$ cat src/rtl/issue_stage.sv
// In-order single-issue stage: DEPTH-entry instruction FIFO, scoreboard hazard check on the
// head, scoreboard update on issue, and a registered output slot feeding execute.
module issue_stage #(
  parameter int DEPTH = 4,
  parameter int POS_W = 8,
  parameter int PAY_W = 64,
  parameter int LAT_W = 3
) (
  input  logic                        clk,
  input  logic                        rst,
  input  logic                        flush,
  input  logic                        in_valid,
  output logic                        in_ready,
  input  logic [4:0]                  in_rs,
  input  logic [4:0]                  in_rt,
  input  logic [4:0]                  in_rd,
  input  logic                        in_rd_we,
  input  logic [LAT_W-1:0]            in_lat,
  input  logic [PAY_W-1:0]            in_payload,
  output logic [3:0][4:0]             sb_addr,
  input  logic [3:0][POS_W-1:0]       sb_rdata,
  output logic                        sb_we,
  output logic [3:0][POS_W-1:0]       sb_wdata,
  output logic                        out_valid,
  input  logic                        out_ready,
  output logic [PAY_W-1:0]            out_payload,
  output logic [1:0]                  out_fwd
);

  localparam int PTR_W = $clog2(DEPTH);
  localparam int CNT_W = PTR_W + 1;

  typedef struct packed {
    logic [4:0]       rs;
    logic [4:0]       rt;
    logic [4:0]       rd;
    logic             rd_we;
    logic [LAT_W-1:0] lat;
    logic [PAY_W-1:0] payload;
  } entry_t;

  entry_t             fifo [DEPTH];
  logic [PTR_W-1:0]   rd_ptr, wr_ptr;
  logic [CNT_W-1:0]   count;
  entry_t             head;
  logic               head_vld;
  logic               push, fire, waw, wr_rd;
  logic [1:0]         opnd_rdy, fwd;

  assign head     = fifo[rd_ptr];
  assign head_vld = (count != '0);
  assign in_ready = (count != CNT_W'(DEPTH));
  assign push     = in_valid && in_ready && !flush;

  // Addresses are zeroed when empty so nothing downstream sees stale head fields.
  always_comb begin
    sb_addr = '0;
    if (head_vld) sb_addr = {head.rd, head.rd, head.rt, head.rs};
  end

  always_comb begin
    opnd_rdy = '0;
    fwd      = '0;
    for (int k = 0; k < 2; k++) begin
      opnd_rdy[k] = (sb_addr[k] == '0) || (sb_rdata[k][POS_W-1:1] == '0);
      fwd[k]      = (sb_addr[k] != '0) && sb_rdata[k][0];
    end
  end

  // WAW: an older write to rd would land at or after this op's own result.
  assign wr_rd = head.rd_we && (sb_addr[2] != '0);
  assign waw   = wr_rd && ((sb_rdata[2] >> head.lat) != '0);
  assign fire  = head_vld && (&opnd_rdy) && !waw && (!out_valid || out_ready) && !flush && !rst;
  assign sb_we = fire && wr_rd;

  // Lanes not addressing rd write back the scoreboard's own one-cycle shift.
  always_comb begin
    sb_wdata = '0;
    for (int k = 0; k < 4; k++)
      sb_wdata[k] = (sb_addr[k] == sb_addr[2]) ? (POS_W'(1) << head.lat) : (sb_rdata[k] >> 1);
  end

  always_ff @(posedge clk) begin
    if (rst || flush) begin
      rd_ptr    <= '0;
      wr_ptr    <= '0;
      count     <= '0;
      out_valid <= 1'b0;
      out_fwd   <= '0;
    end else begin
      if (push) wr_ptr <= wr_ptr + 1'b1;
      if (fire) rd_ptr <= rd_ptr + 1'b1;
      count <= count + CNT_W'(push) - CNT_W'(fire);
      if (fire) begin
        out_valid <= 1'b1;
        out_fwd   <= fwd;
      end else if (out_ready) begin
        out_valid <= 1'b0;
      end
    end
  end

  // Storage and payload carry no reset; validity is tracked by count/out_valid.
  always_ff @(posedge clk) begin
    if (!rst && push)
      fifo[wr_ptr] <= '{rs: in_rs, rt: in_rt, rd: in_rd, rd_we: in_rd_we,
                        lat: in_lat, payload: in_payload};
    if (fire) out_payload <= head.payload;
  end

endmodule
$ cat config.mk
export PLATFORM = sky130hd
export DESIGN_NAME = issue_stage
export DESIGN_NICKNAME = d
export VERILOG_FILES = /design/src/rtl/issue_stage.sv
export SDC_FILE = /design/constraint.sdc
export NUM_CORES = 1
export LEC_CHECK = 0
export CELL_PAD_IN_SITES_DETAIL_PLACEMENT = 1
export CELL_PAD_IN_SITES_GLOBAL_PLACEMENT = 1
export CORE_UTILIZATION = 50
export DETAILED_ROUTE_END_ITERATION = 8
export MAX_ROUTING_LAYER = met4
export PLACE_DENSITY = 0.89
export SLEW_MARGIN = 10
export SYNTH_ARGS = -nofsm -noshare
export SYNTH_HDL_FRONTEND = slang
export SYNTH_SLANG_ARGS = --single-unit
$ cat constraint.sdc
create_clock -name clk -period 10.42 [get_ports clk]
set_clock_uncertainty 0.05 [all_clocks]
set_input_delay 1.563 -clock clk [delete_from_list [all_inputs] [get_ports clk]]
set_output_delay 1.563 -clock clk [all_outputs]
set_load 0.01 [all_outputs]
==> flow_summary.yaml <==
clock_network:
  cts_resized: 0
  numCtsBuffers: 42
  postCtsSetupRepairBufs: 0
  cts_root_buffer: "clkbuf_16"
  cts-htree-levels: 2
  clkTransAtPathRegs_ns: 0.06
  cts_tree: "done"
  clk_path_buf_depth: 3
  clock-sinks: 408
  ctsHoldBuffers: 0
  clock_latency_ns: 0.53
timing:
  grt_setup_unrepaired: "no"
  finalSetupViolCount: 0
  max_freq_mhz: 169.4
  hold_violations: 0
  post-route-period-util: 0.5666
  setup-tns-final_ns: 0
  period_needed_ns: 5.904
  worst_slew_pin_slew_ns: 0.8551
  slew_headroom: 0.4299
  drv_slew: 0
logic_synthesis:
  synth_cell_type_count: 38
  syn_nets: 794
  yosys.area.top_type: "edfxtp_1"
  avgSynthCellArea_um2: 22.74
  synth-seq-cells: 408
  synthFlopType: "edfxtp_1"
  syn_inst: 667
  synthTopCellsByCount: "edfxtp_1 (396), mux4_2 (82), mux2_2 (15), nor2_1 (15), nor2b_1 (15)"
  synth_top_area_share: 0.7840
  synth_edf_count: 396
  ys_async_sr_fraction: 0
  yosys-top-cells-area: "edfxtp_1 (78%), mux4_2 (12%), dfxtp_1 (1.6%)"
  synth_warnings: 0
  yosysMostFrequentCell: "edfxtp_1"
  netlist_area_um2: 15170
  ys_seq_area_frac: 0.7999
power_and_ir_drop:
  p_sw_frac: 0.1950
  seqPwrFrac: 0.548
  p_leak_nw: 6.003
  internal-power_mw: 2.666
  p_switching_uw: 645.7
  comb_power_share: 0.034
  p_clk_frac: 0.417
  ir_drop_mv: 0.1574
  cellPowerDensity_nw_per_um2: 173.0
global_routing:
  grt_pass1_wl_um: 49180
  grt_max_degree: 54
  grt_pass1_vias: 8129
  grt_util_met3: 0.04156
  grt.met1_usage: 0.2690
  globalRouteMet2Util: 0.3791
  grt_usage: 0.2230
  grt-ovfl-total: 0
  antenna_found_initial: 2
  top_usage_layer: "met2"
floorplanning:
  start_util: 0.5104
  die_area_um2: 31030
  die-width_um: 176.2
  die_h_um: 176.2
  num_io_pins: 241
  core_um2: 29720
  fp-row-count: 63
run_status:
  status: "finished clean"
worst_setup_path:
  cp_data_arrival_time_ns: 4.29
  cp_max_fo: 43
  start_kind: "flop"
  crit_type: "flop to output pin"
  crit_required_ns: 8.81
  critPathCaptureType: "output pin"
routing:
  drc_errors: 0
  wl_um: 33060
  dr_total_vias: 7360
  drt_iter0_drc: 362
  viasPerCell: 5.497
  firstDrtPassIters: 4
  wire_per_inst_um: 24.69
  ant_nets: 0
place:
  gp_congestion: 0.8005
  io_buffers: 232
  hpwlAfterDp_um: 20750
hold_path:
  min_path_type: "flop to flop"
final_layout:
  area_delta_synth_final_pct: 26.23
  fin_util: 0.6443
  final_net_count: 1044
  drive_above_1_share: 0.1859
run:
  cap_violations: 0
## critical path, cell delays in order (launching register included)
cell	delay, ns
dfxtp_4	0.77
buf_4	0.68
mux2i_1	0.28
nand2_1	0.08
o21ai_0	0.28
xor2_1	0.19
a31oi_2	0.56
mux2_2	0.40
clkdlybuf4s50_1	0.48
## metrics by stage
step                      hold slack, ns  worst slack (ns)  power, mW  area (µm²)  cells
after CTS                         0.4352             4.439      3.338       19140   1337
after global placement            0.3998             5.101      1.956       17880   1263
after global routing              0.4427             4.259      3.397       19150   1339
final                             0.4290             4.516      3.311       19150   1339
after detailed placement          0.3991             5.022      1.965       17880   1263
after floorplan                   0.4046             3.677      1.886       15170    667
## cells in the final DEF, fill, tap and decap left out, types with 3 or more instances in the layout
cell type          n
ha_1               6
nor4_1             3
a21oi_1            6
nor3_1             9
buf_4              9
nand3_1            3
edfxtp_1         396
and2_1             3
clkbuf_1           9
nand2b_1           3
nor2_1            14
clkinv_2           9
xnor2_1            5
nand2_1           11
inv_1             11
dfxtp_1           10
clkinv_1           9
and3_4             4
mux2_2            15
xor2_1             8
mux2i_1            6
nor2b_1           15
mux4_2            82
clkdlybuf4s50_1  232
clkbuf_16         42
## registers in the layout (all words and copies together), names as in the netlist, named ones only
register / count
out_fwd: 2
out_valid: 1
fifo: 332
count: 3
out_payload: 64
wr_ptr: 2
rd_ptr: 2
## cell families after synthesis
logic type / Yosys count / share of synthesized area
xor+xnor: 13 / 0.007507
compound gates: 16 / 0.007673
flops: 408 / 0.7999
simple gates: 74 / 0.02590
fa+ha+maj: 7 / 0.006270
mux: 103 / 0.1369
buf+inv: 46 / 0.01592
## final cells by class
cell class	count	area [µm²]
antenna	2	5.005
clock buffer	51	1085
clock inverter	23	171.4
fill	2454	10570
inverter	11	41.29
multi-input combinational	213	2826
sequential	408	12140
tap	390	488.0
timing repair buffer	241	2390
## power groups by stage
stage	Sequential, mW	Clock, mW	Combinational, mW
detailed placement	1.85	0	0.114
global route	1.82	1.46	0.122
finish	1.82	1.38	0.114
floorplan	1.85	0	0.0356
global placement	1.85	0	0.108
CTS	1.82	1.41	0.115
## routing by layer
layer,wire (µm),vias to the layer above
li1,-,3242
met5,0,-
met2,17180,280
met3,1853,68
met4,952,0
met1,13070,3770
## worst paths after layout
kind | from | endpoint | slack (ns) | cells past startpoint
hold reg to reg | out_fwd[0] | out_fwd[0] | 0.43 | 2
hold / removal | out_fwd[0] | out_fwd[0] | 0.43 | 2
setup / recovery | flop | sb_wdata[12] | 4.52 | 8
setup reg to reg | flop | count[2] | 5.72 | 14
(Power assumes the default switching activity.)
==> variant (config.mk and constraints unchanged) <==
`LAT_W`: 3 -> 6.
--- a/src/rtl/issue_stage.sv
+++ b/src/rtl/issue_stage.sv
@@ -4,7 +4,7 @@
   parameter int DEPTH = 4,
   parameter int POS_W = 8,
   parameter int PAY_W = 64,
-  parameter int LAT_W = 3
+  parameter int LAT_W = 6
 ) (
   input  logic                        clk,
   input  logic                        rst,
Ports: changed (resized in_lat); port bits go from 241 to 244. No check against the original RTL was run, so the function may have changed too.
==> variant against the unedited design <==
- total power grew 3.2%
- sequential cell count increased by 12
- routed wire length up 1.4%
- via count rose by 2.6%
- global-route usage is 0.16 points lower
- hold slack lost 24 ps
- synthesized cell count up 3.3%
- setup slack improved by 5.7 ps
- area after synthesis up 2.9%
- design area is 2.7% higher
- fmax barely moved
- critical path type unchanged
- critical endpoint is now sb_wdata[13]
==> variant: results (changes against the unedited design) <==
Outcome
  • Status: complete, no violations (unchanged)

Clock network
  • Post-CTS Setup Inserts: 0 (unchanged)
  • Clock latency at the later pin of the worst-skew pair: 530 ps (about the same)
  • Root buf cell: clkbuf_16 (unchanged)
  • Cts repair resizes: 0 (unchanged)
  • CTS Buf Count: 43 (was 42)
  • Reg clk slew, reported paths: 60 ps (about the same)

Global routing
  • Vias in the first global route: 8245 (was 8129)
  • Overall Global Routing Usage: 22.1% (was 22.3%)
  • Largest net degree at the start of global routing: 70 (was 54)
  • Initial antenna violation count: 3 (was 2)
  • First-pass GRT wire length: 49400 µm (was 49200 µm)

Logic synthesis
  • Post-synthesis mux area share: 13.2% (was 13.7%)
  • Asr flop ratio synth: 0% (unchanged)
  • Synth Area in Compound Gates: 1.00% (was 0.767%)
  • Area contributors post-synth: edfxtp_1 (78%), mux4_2 (12%), dfxtp_1 (1.5%) (was edfxtp_1 (78%), mux4_2 (12%), dfxtp_1 (1.6%))
  • Synthesized area per cell: 22.7 µm² (about the same)
  • List of most frequent post-synthesis cells: edfxtp_1 (408), mux4_2 (84), and2_1 (20), nor2_1 (18) (was edfxtp_1 (396), mux4_2 (82), mux2_2 (15), nor2_1 (15), nor2b_1 (15))
  • Synth Area in Adders: 0.609% (was 0.627%)
  • Mapped Nets: 819 (was 794)
  • Post-synth EDFFs: 408 (was 396)
  • Synth warn: 0 (unchanged)
  • Sequential element share of the synthesized area: 80.0% (about the same)
  • Post-synthesis xor/xnor area fraction: 0.785% (was 0.751%)
  • Cell variety after synth: 37 (was 38)

STA
  • Hold slack: 405 ps (was 429 ps)
  • Max_slew headroom: 28.7% (was 43.0%)
  • Fin worst setup slack: 4520 ps (about the same)

Placed design
  • Port bufs: 235 (was 232)
  • Dpl cells: 1293 (was 1263)
  • Global placer's final weighted congestion: 0.731 (was 0.801)
  • Dpl cell area: 0.0183 mm² (was 0.0179 mm²)
  • HPWL Detailed: 21600 µm (was 20700 µm)
  • Pre-CTS setup slack: 4750 ps (was 5020 ps)

Worst setup path
  • Crit path DAT: 4290 ps (about the same)
  • Top delay family on crit path: buffers and inverters (unchanged)
  • Largest fanout on the critical path: 33 (was 43)
  • Slowest CP cell: dfxtp_4 (unchanged)
  • CP peak stage delay: 680 ps (was 770 ps)
  • Flop-to-flop setup slack: 5040 ps (was 5720 ps)

Routing
  • Iter 0 DRT Violations: 383 (was 362)
  • Drt via density: 5.49 (was 5.50)
  • Post-Route WL: 33500 µm (was 33100 µm)
  • Routed WL per cell: 24.4 µm (was 24.7 µm)
  • Drt first pass iters: 4 (unchanged)

Cells and area
  • FILL cells: 2527 (was 2454)
  • Nets: 1072 (was 1044)
  • Largest registers: fifo: 344 flops, out_payload: 64 flops, count: 3 flops (was fifo: 332 flops, out_payload: 64 flops, count: 3 flops)
  • Share of cells above drive strength 1: 18.2% (was 18.6%)

Power
  • Max VDD drop: 0.166 mV (was 0.157 mV)
  • Leak: 6.18 nW (was 6.00 nW)

Worst hold path
  • Min-Delay Path Class: flop to flop (unchanged)
-- variant: report_power, final --
part	total (W)	internal (W)	switching, W	leakage (nW)
logic	0.000110	0.0000612	0.0000490	1.76
registers	0.00187	0.00187	0.00000378	3.78
clock network	0.00144	0.000839	0.000600	0.644
-- variant: layer usage --
metal  GRT usage (%)  wire length (µm)  vias to the layer above
li1                -                 -                     3346
met1            25.1             12700                     3872
met4            5.44               729                        0
met3            5.39              2290                       53
met5               -                 0                        -
met2            39.4             17800                      277
-- variant: worst paths after layout --
path | startpoint | end | cells past startpoint
worst min register to register | out_fwd[1] | out_fwd[1] | 2
worst max-delay path | flop | sb_wdata[13] | 7
worst max register to register | flop | count[2] | 16
worst min-delay path | out_fwd[1] | out_fwd[1] | 2
-- variant: final cells by class --
cell class	count	area (µm²)	area share, %
clock buffer	56	1170	5.94
antenna	4	10.0	0.0509
tap	396	495	2.52
clock inverter	21	158	0.802
timing repair buffer	243	2410	12.3
inverter	9	35.0	0.178
sequential	420	12500	63.6
multi-input combinational	225	2890	14.7
